**src/rtl/decode_stage_if.sv**
```systemverilog
// Fetch-to-decode and decode-to-execute handshake bundle for decode_stage.
// out_illegal exists only when DECODE_ILLEGAL_EN is defined.
interface decode_stage_if #(
    parameter int XLEN  = 32,
    parameter int PC_W  = 32,
    parameter int DEPTH = 2
);
    localparam int CW = $clog2(DEPTH + 1);

    logic            in_valid;
    logic            in_ready;
    logic [31:0]     in_instr;
    logic [PC_W-1:0] in_pc;
    logic            out_valid;
    logic            out_ready;
    logic [PC_W-1:0] out_pc;
    logic [6:0]      out_opcode;
    logic [2:0]      out_func3;
    logic [6:0]      out_func7;
    logic [4:0]      out_rs1;
    logic [4:0]      out_rs2;
    logic [4:0]      out_rd;
    logic [2:0]      out_fmt;
    logic [XLEN-1:0] out_imm;
    logic [CW-1:0]   out_count;
`ifdef DECODE_ILLEGAL_EN
    logic            out_illegal;
`endif

    modport master (
        output in_valid, in_instr, in_pc, out_ready,
        input  in_ready, out_valid, out_pc, out_opcode, out_func3, out_func7,
               out_rs1, out_rs2, out_rd, out_fmt, out_imm, out_count
`ifdef DECODE_ILLEGAL_EN
             , out_illegal
`endif
    );

    modport slave (
        input  in_valid, in_instr, in_pc, out_ready,
        output in_ready, out_valid, out_pc, out_opcode, out_func3, out_func7,
               out_rs1, out_rs2, out_rd, out_fmt, out_imm, out_count
`ifdef DECODE_ILLEGAL_EN
             , out_illegal
`endif
    );
endinterface

```
**src/rtl/decode_stage.sv**
```systemverilog
// RISC-V decode stage: combinational decode into a DEPTH-entry FIFO toward execute.
// Optional DECODE_ILLEGAL_EN adds a per-entry illegal-instruction flag.
module decode_stage #(
    parameter int XLEN  = 32,
    parameter int PC_W  = 32,
    parameter int DEPTH = 2
) (
    input logic           clk,
    input logic           rst_n,
    input logic           flush,
    decode_stage_if.slave bus
);
    localparam int AW = $clog2(DEPTH);
    localparam int CW = $clog2(DEPTH + 1);

    typedef struct packed {
        logic [PC_W-1:0] pc;
        logic [31:0]     instr;
        logic [2:0]      fmt;
        logic [XLEN-1:0] imm;
`ifdef DECODE_ILLEGAL_EN
        logic            illegal;
`endif
    } entry_t;

    logic [AW-1:0] wptr_q, wptr_d, rptr_q, rptr_d;
    logic [CW-1:0] count_q, count_d;
    entry_t        mem_q [DEPTH];
    entry_t        dec, head;
    logic [31:0]   instr, imm32;
    logic [2:0]    fmt;
    logic          in_ready, out_valid, push, pop;

    always_comb begin
        instr = bus.in_instr;
        imm32 = '0;
        fmt   = 3'd6;
        case (instr[6:0])
            7'b0110011: fmt = 3'd0;
            7'b0010011, 7'b0000011, 7'b1100111, 7'b1110011, 7'b0001111: begin
                fmt   = 3'd1;
                imm32 = {{20{instr[31]}}, instr[31:20]};
            end
            7'b0100011: begin
                fmt   = 3'd2;
                imm32 = {{20{instr[31]}}, instr[31:25], instr[11:7]};
            end
            7'b1100011: begin
                fmt   = 3'd3;
                imm32 = {{19{instr[31]}}, instr[31], instr[7], instr[30:25], instr[11:8], 1'b0};
            end
            7'b0110111, 7'b0010111: begin
                fmt   = 3'd4;
                imm32 = {instr[31:12], 12'b0};
            end
            7'b1101111: begin
                fmt   = 3'd5;
                imm32 = {{11{instr[31]}}, instr[31], instr[19:12], instr[20], instr[30:21], 1'b0};
            end
            default: ;
        endcase
    end

    always_comb begin
        dec       = '0;
        dec.pc    = bus.in_pc;
        dec.instr = instr;
        dec.fmt   = fmt;
        dec.imm   = XLEN'($signed(imm32));
`ifdef DECODE_ILLEGAL_EN
        // func7 must be 0000000/0100000 for OP and for OP-IMM shifts; RV32 shamt is only 5 bits
        dec.illegal = (fmt == 3'd6) || (instr[1:0] != 2'b11)
            || ((instr[6:0] == 7'b0110011) && !(instr[31:25] inside {7'h00, 7'h20}))
            || ((instr[6:0] == 7'b0010011) && (instr[14:12] inside {3'b001, 3'b101})
                && (!(instr[31:25] inside {7'h00, 7'h20}) || ((XLEN == 32) && instr[25])));
`endif
    end

    // in_ready looks only at the registered count, so no path from out_ready back to fetch
    assign in_ready  = (count_q != CW'(DEPTH));
    assign out_valid = (count_q != '0);
    assign push      = bus.in_valid & in_ready & ~flush;
    assign pop       = out_valid & bus.out_ready & ~flush;

    always_comb begin
        wptr_d  = wptr_q + AW'(push);
        rptr_d  = rptr_q + AW'(pop);
        count_d = count_q + CW'(push) - CW'(pop);
        if (flush) begin
            wptr_d  = '0;
            rptr_d  = '0;
            count_d = '0;
        end
    end

    always_ff @(posedge clk or negedge rst_n) begin
        if (!rst_n) begin
            wptr_q  <= '0;
            rptr_q  <= '0;
            count_q <= '0;
        end else begin
            wptr_q  <= wptr_d;
            rptr_q  <= rptr_d;
            count_q <= count_d;
        end
    end

    always_ff @(posedge clk) begin
        if (push) mem_q[wptr_q] <= dec;
    end

    assign head           = out_valid ? mem_q[rptr_q] : '0;
    assign bus.in_ready   = in_ready;
    assign bus.out_valid  = out_valid;
    assign bus.out_pc     = head.pc;
    assign bus.out_opcode = head.instr[6:0];
    assign bus.out_func3  = head.instr[14:12];
    assign bus.out_func7  = head.instr[31:25];
    assign bus.out_rs1    = head.instr[19:15];
    assign bus.out_rs2    = head.instr[24:20];
    assign bus.out_rd     = head.instr[11:7];
    assign bus.out_fmt    = head.fmt;
    assign bus.out_imm    = head.imm;
    assign bus.out_count  = count_q;
`ifdef DECODE_ILLEGAL_EN
    assign bus.out_illegal = head.illegal;
`endif
endmodule
```
**src/flat_wrapper.sv**
```systemverilog
// flat-port wrapper written by rule: the top's interface ports become plain ports
module decode_stage_flat 
#(
    parameter int XLEN  = 32,
    parameter int PC_W  = 32,
    parameter int DEPTH = 2
)
  (clk, rst_n, flush, bus_in_valid, bus_in_instr, bus_in_pc, bus_out_ready, bus_in_ready, bus_out_valid, bus_out_pc, bus_out_opcode, bus_out_func3, bus_out_func7, bus_out_rs1, bus_out_rs2, bus_out_rd, bus_out_fmt, bus_out_imm, bus_out_count);
  decode_stage_if #(.XLEN(XLEN), .PC_W(PC_W), .DEPTH(DEPTH)) bus_i ();
  input logic clk;
  input logic rst_n;
  input logic flush;
  input wire logic [$bits(bus_i.in_valid)-1:0] bus_in_valid;
  input wire logic [$bits(bus_i.in_instr)-1:0] bus_in_instr;
  input wire logic [$bits(bus_i.in_pc)-1:0] bus_in_pc;
  input wire logic [$bits(bus_i.out_ready)-1:0] bus_out_ready;
  output wire logic [$bits(bus_i.in_ready)-1:0] bus_in_ready;
  output wire logic [$bits(bus_i.out_valid)-1:0] bus_out_valid;
  output wire logic [$bits(bus_i.out_pc)-1:0] bus_out_pc;
  output wire logic [$bits(bus_i.out_opcode)-1:0] bus_out_opcode;
  output wire logic [$bits(bus_i.out_func3)-1:0] bus_out_func3;
  output wire logic [$bits(bus_i.out_func7)-1:0] bus_out_func7;
  output wire logic [$bits(bus_i.out_rs1)-1:0] bus_out_rs1;
  output wire logic [$bits(bus_i.out_rs2)-1:0] bus_out_rs2;
  output wire logic [$bits(bus_i.out_rd)-1:0] bus_out_rd;
  output wire logic [$bits(bus_i.out_fmt)-1:0] bus_out_fmt;
  output wire logic [$bits(bus_i.out_imm)-1:0] bus_out_imm;
  output wire logic [$bits(bus_i.out_count)-1:0] bus_out_count;
  assign bus_i.in_valid = bus_in_valid;
  assign bus_i.in_instr = bus_in_instr;
  assign bus_i.in_pc = bus_in_pc;
  assign bus_i.out_ready = bus_out_ready;
  assign bus_in_ready = bus_i.in_ready;
  assign bus_out_valid = bus_i.out_valid;
  assign bus_out_pc = bus_i.out_pc;
  assign bus_out_opcode = bus_i.out_opcode;
  assign bus_out_func3 = bus_i.out_func3;
  assign bus_out_func7 = bus_i.out_func7;
  assign bus_out_rs1 = bus_i.out_rs1;
  assign bus_out_rs2 = bus_i.out_rs2;
  assign bus_out_rd = bus_i.out_rd;
  assign bus_out_fmt = bus_i.out_fmt;
  assign bus_out_imm = bus_i.out_imm;
  assign bus_out_count = bus_i.out_count;
  decode_stage #(.XLEN(XLEN), .PC_W(PC_W), .DEPTH(DEPTH)) u_core (.clk(clk), .rst_n(rst_n), .flush(flush), .bus(bus_i));
endmodule
```
**config.mk**
```make
export PLATFORM = sky130hd
export DESIGN_NAME = decode_stage_flat
export DESIGN_NICKNAME = d
export VERILOG_FILES = /design/src/rtl/decode_stage_if.sv /design/src/rtl/decode_stage.sv /design/src/flat_wrapper.sv
export SDC_FILE = /design/constraint.sdc
export NUM_CORES = 1
export LEC_CHECK = 0
export ABC_AREA = 1
export BUFFER_PORTS_ARGS = -buffer_cell sky130_fd_sc_hd__buf_2
export CAP_MARGIN = 20
export CORE_ASPECT_RATIO = 1.25
export CORE_MARGIN = 1
export CORE_UTILIZATION = 49
export DETAILED_ROUTE_END_ITERATION = 7
export PLACE_DENSITY = 0.8
export SLEW_MARGIN = 20
export SYNTH_ARGS = -nofsm -noshare
export SYNTH_HDL_FRONTEND = slang
export SYNTH_SLANG_ARGS = --single-unit
```
**constraint.sdc**
```tcl
create_clock -name clk -period 3.6 [get_ports clk]
set_clock_uncertainty 0.15 [all_clocks]
set_input_delay 0.54 -clock clk [delete_from_list [all_inputs] [get_ports clk]]
set_output_delay 0.54 -clock clk [all_outputs]
set_load 0.01 [all_outputs]
```
==> run summary <==
Outcome: completed
Pwr dens: 617 mW/mm2
Post-detail-place hpwl: 11.6 mm
Seq/Total Area, Yosys: 0.726
Crit path largest cell delay: 820 ps
Design area: 0.0101 mm2
Hold Crit Class: in -> reg
Max_cap viols: 0
Placed Cells: 1080
Kind of end point of the critical path: output port
Core ar.: 0.0164 mm2
Worst-Skew Late Latency: 490 ps
Synth area leaders: edfxtp_1 (71%), nand2_1 (11%), a21oi_1 (6.9%), nor2_1 (2.1%), dfrtp_1 (1.2%)
TritonCTS clock tree: yes
Worst EP required: 2910 ps
Via count: 5795
Final setup violation count: 0
Area Overhead vs Synth: 21.5%
Gr usage total: 0.211
WP data arrival: 2330 ps
Post-synth top area share: 0.714
Number of remaining DRC errors: 0
Syn Inst Count: 720
Switching portion of total power: 0.284
H-tree depth: 1
Drt initial violations: 359
Largest net degree at the start of global routing: 101
Final Slew Violations: 0
WS Path Type: reg -> out
CP Launch Type: flop
Final period util: 0.839
Die width: 119 um
Fin crit period: 3020 ps
Logic pwr share: 0.217
Final Hold Violating Endpoints: 0
Clock root buffer: clkbuf_16
Power Total: 6250 uW
Synth Register Bits: 202
Initial Util: 0.508
Drt total wl: 18.6 mm
CP top delay family: buffers and inverters
Maximum VDD drop: 0.424 mV
Nets: 960
Die area: 0.0175 mm2
Slew @ Worst Pin: 1100 ps
Worst-path clk slew: 60 ps
CP Depth: 4
Final non-filler cell total: 1116
Wire length of the first global-routing pass: 28.6 mm
Sw Pwr: 1770 uW
I/O Buffers: 171
Die height: 148 um
Synth area leader: edfxtp_1
Pleak: 0.00429 uW
Post-synthesis cell type count: 25
RSZ-0062 raised after global routing: false
Clock power frac: 0.339
Site row count: 52
Remaining global-route overflow: 0
WHS Path Cells: 1
Number of diodes: 0
Slew headroom: 0.269
Antenna viol nets, final: 0
R2r worst-path depth: 6
WP buf/inv: 2
Mapped Avg Cell Area: 11.6 um2
WHS: 89.4 ps
Crit Path Max Fanout: 100
Vias per Instance: 5.19
I/O pin count: 172
Cells along the critical path: buf_4 -> nand2_1 -> a21oi_1 -> buf_2
GP Congestion: 0.816
Syn Std Cell Area: 0.00833 mm2
F_max: 331 MHz
DR WL/cell: 16.6 um
Syn_nets: 793
Cell Area, Placed: 0.00943 mm2
Clk sinks: 202
Initial antenna violation count: 0
Sequential power share: 0.443
Layout cells sized above 1: 0.251
Cell Int Power: 4470 uW
CP max-delay cell: buf_4
Clock Path Buffers: 3
Num CTS Buffers: 20
Ys Warns: 0
DR pass1 iterations: 5
Vias in the first global route: 5587
metrics by stage:
stage          worst slack [ps]   util  TNS (ps)
5_1_grt                     454  0.617         0
6_report                    581  0.617         0
3_5_place_dp               1080  0.575         0
2_1_floorplan              -209      -    -41350
3_3_place_gp               1080  0.575         0
4_1_cts                     586  0.617         0
worst register-to-register path: stages, from the launching register on:
cell,delay (ps)
dfrtp_1,410
inv_1,80
nand2_1,70
nand2_1,50
nor2_1,330
ha_4,590
buf_4,390
registers in the layout, indices dropped and copies added (netlist names):
register / cells
u_core.wptr_q: 1
u_core.rptr_q: 1
u_core.mem_q: 198
u_core.bus.out_count: 2
placed cells by master, fill, tap and decap left out, types with 5 or more instances in the layout:
| master | synthesis | final |
|---|---|---|
| clkbuf_1 | 19 | 7 |
| buf_4 | 1 | 5 |
| buf_2 | 14 | 171 |
| a21oi_1 | 114 | 114 |
| nor2_1 | 47 | 47 |
| nand3_1 | 14 | 14 |
| clkbuf_16 | 0 | 21 |
| inv_1 | 26 | 26 |
| edfxtp_1 | 198 | 198 |
| nand2_1 | 254 | 254 |
metal layers:
layer | global-route usage | up-vias | routed length, um
met5 | 0 | - | 0
met4 | 0.0722 | 0 | 433
met3 | 0.0247 | 32 | 961
met2 | 0.362 | 212 | 9360
met1 | 0.278 | 2753 | 7800
li1 | - | 2798 | -
final cells by class:
cell class / count / area, um2
Clock inverter: 6 / 106
Inverter: 29 / 110
Fill cell: 1286 / 6280
Clock buffer: 29 / 566
Sequential cell: 202 / 6050
Timing Repair Buffer: 181 / 983
Multi-Input combinational cell: 453 / 2030
Tap cell: 216 / 270
power groups by stage:
stage          clock network, uW  logic, uW  registers, uW
2_1_floorplan                  0        773           2820
3_3_place_gp                   0       1350           2810
3_5_place_dp                   0       1360           2820
4_1_cts                     2150       1370           2770
5_1_grt                     2230       1490           2780
6_report                    2120       1360           2770
cell families after synthesis:
group | after synthesis | share of synthesized area
buffers and inverters | 65 | 0.0337
XOR/XNOR | 3 | 0.00316
adder cells (fa/ha/maj) | 4 | 0.00601
AO/OA/AOI/OAI | 117 | 0.0717
AND/OR/NAND/NOR | 329 | 0.159
flip-flops | 202 | 0.726
final timing paths:
check                                   startpoint                   to  slack (ps)
max reg2reg                u_core.bus.out_count[0]  u_core.mem_q[1][96]        1190
max in group asynchronous                    rst_n        u_core.rptr_q        2920
min                                   bus_in_pc[3]  u_core.mem_q[0][70]          90
min reg2reg                          u_core.wptr_q        u_core.wptr_q         570
min in group asynchronous                    rst_n        u_core.rptr_q         240
max                                  u_core.rptr_q      bus_out_imm[20]         580
cell usage after synthesis:
cell type / count
clkbuf_1: 19
nor2_1: 47
nand3_2: 1
edfxtp_1: 198
nand2_4: 2
xnor2_1: 1
buf_2: 14
a21oi_4: 1
buf_4: 1
o21ai_0: 2
nand2_1: 254
a21oi_1: 114
nor2_8: 1
nor2_4: 2
nand3_1: 14
dfrtp_1: 4
inv_1: 26
nand3b_1: 1
ha_1: 4
nand2_2: 4
nand4_1: 1
nor2_2: 2
inv_2: 3
buf_6: 2
xor2_1: 2
timing repair:
item,CTS,global route
hold buffers,1,0
setup endpoints to repair,0,0
hold endpoints to repair,4,0
resized for setup,0,0
buffers inserted,0,0
Note: power is estimated with default switching activity, not from simulation.
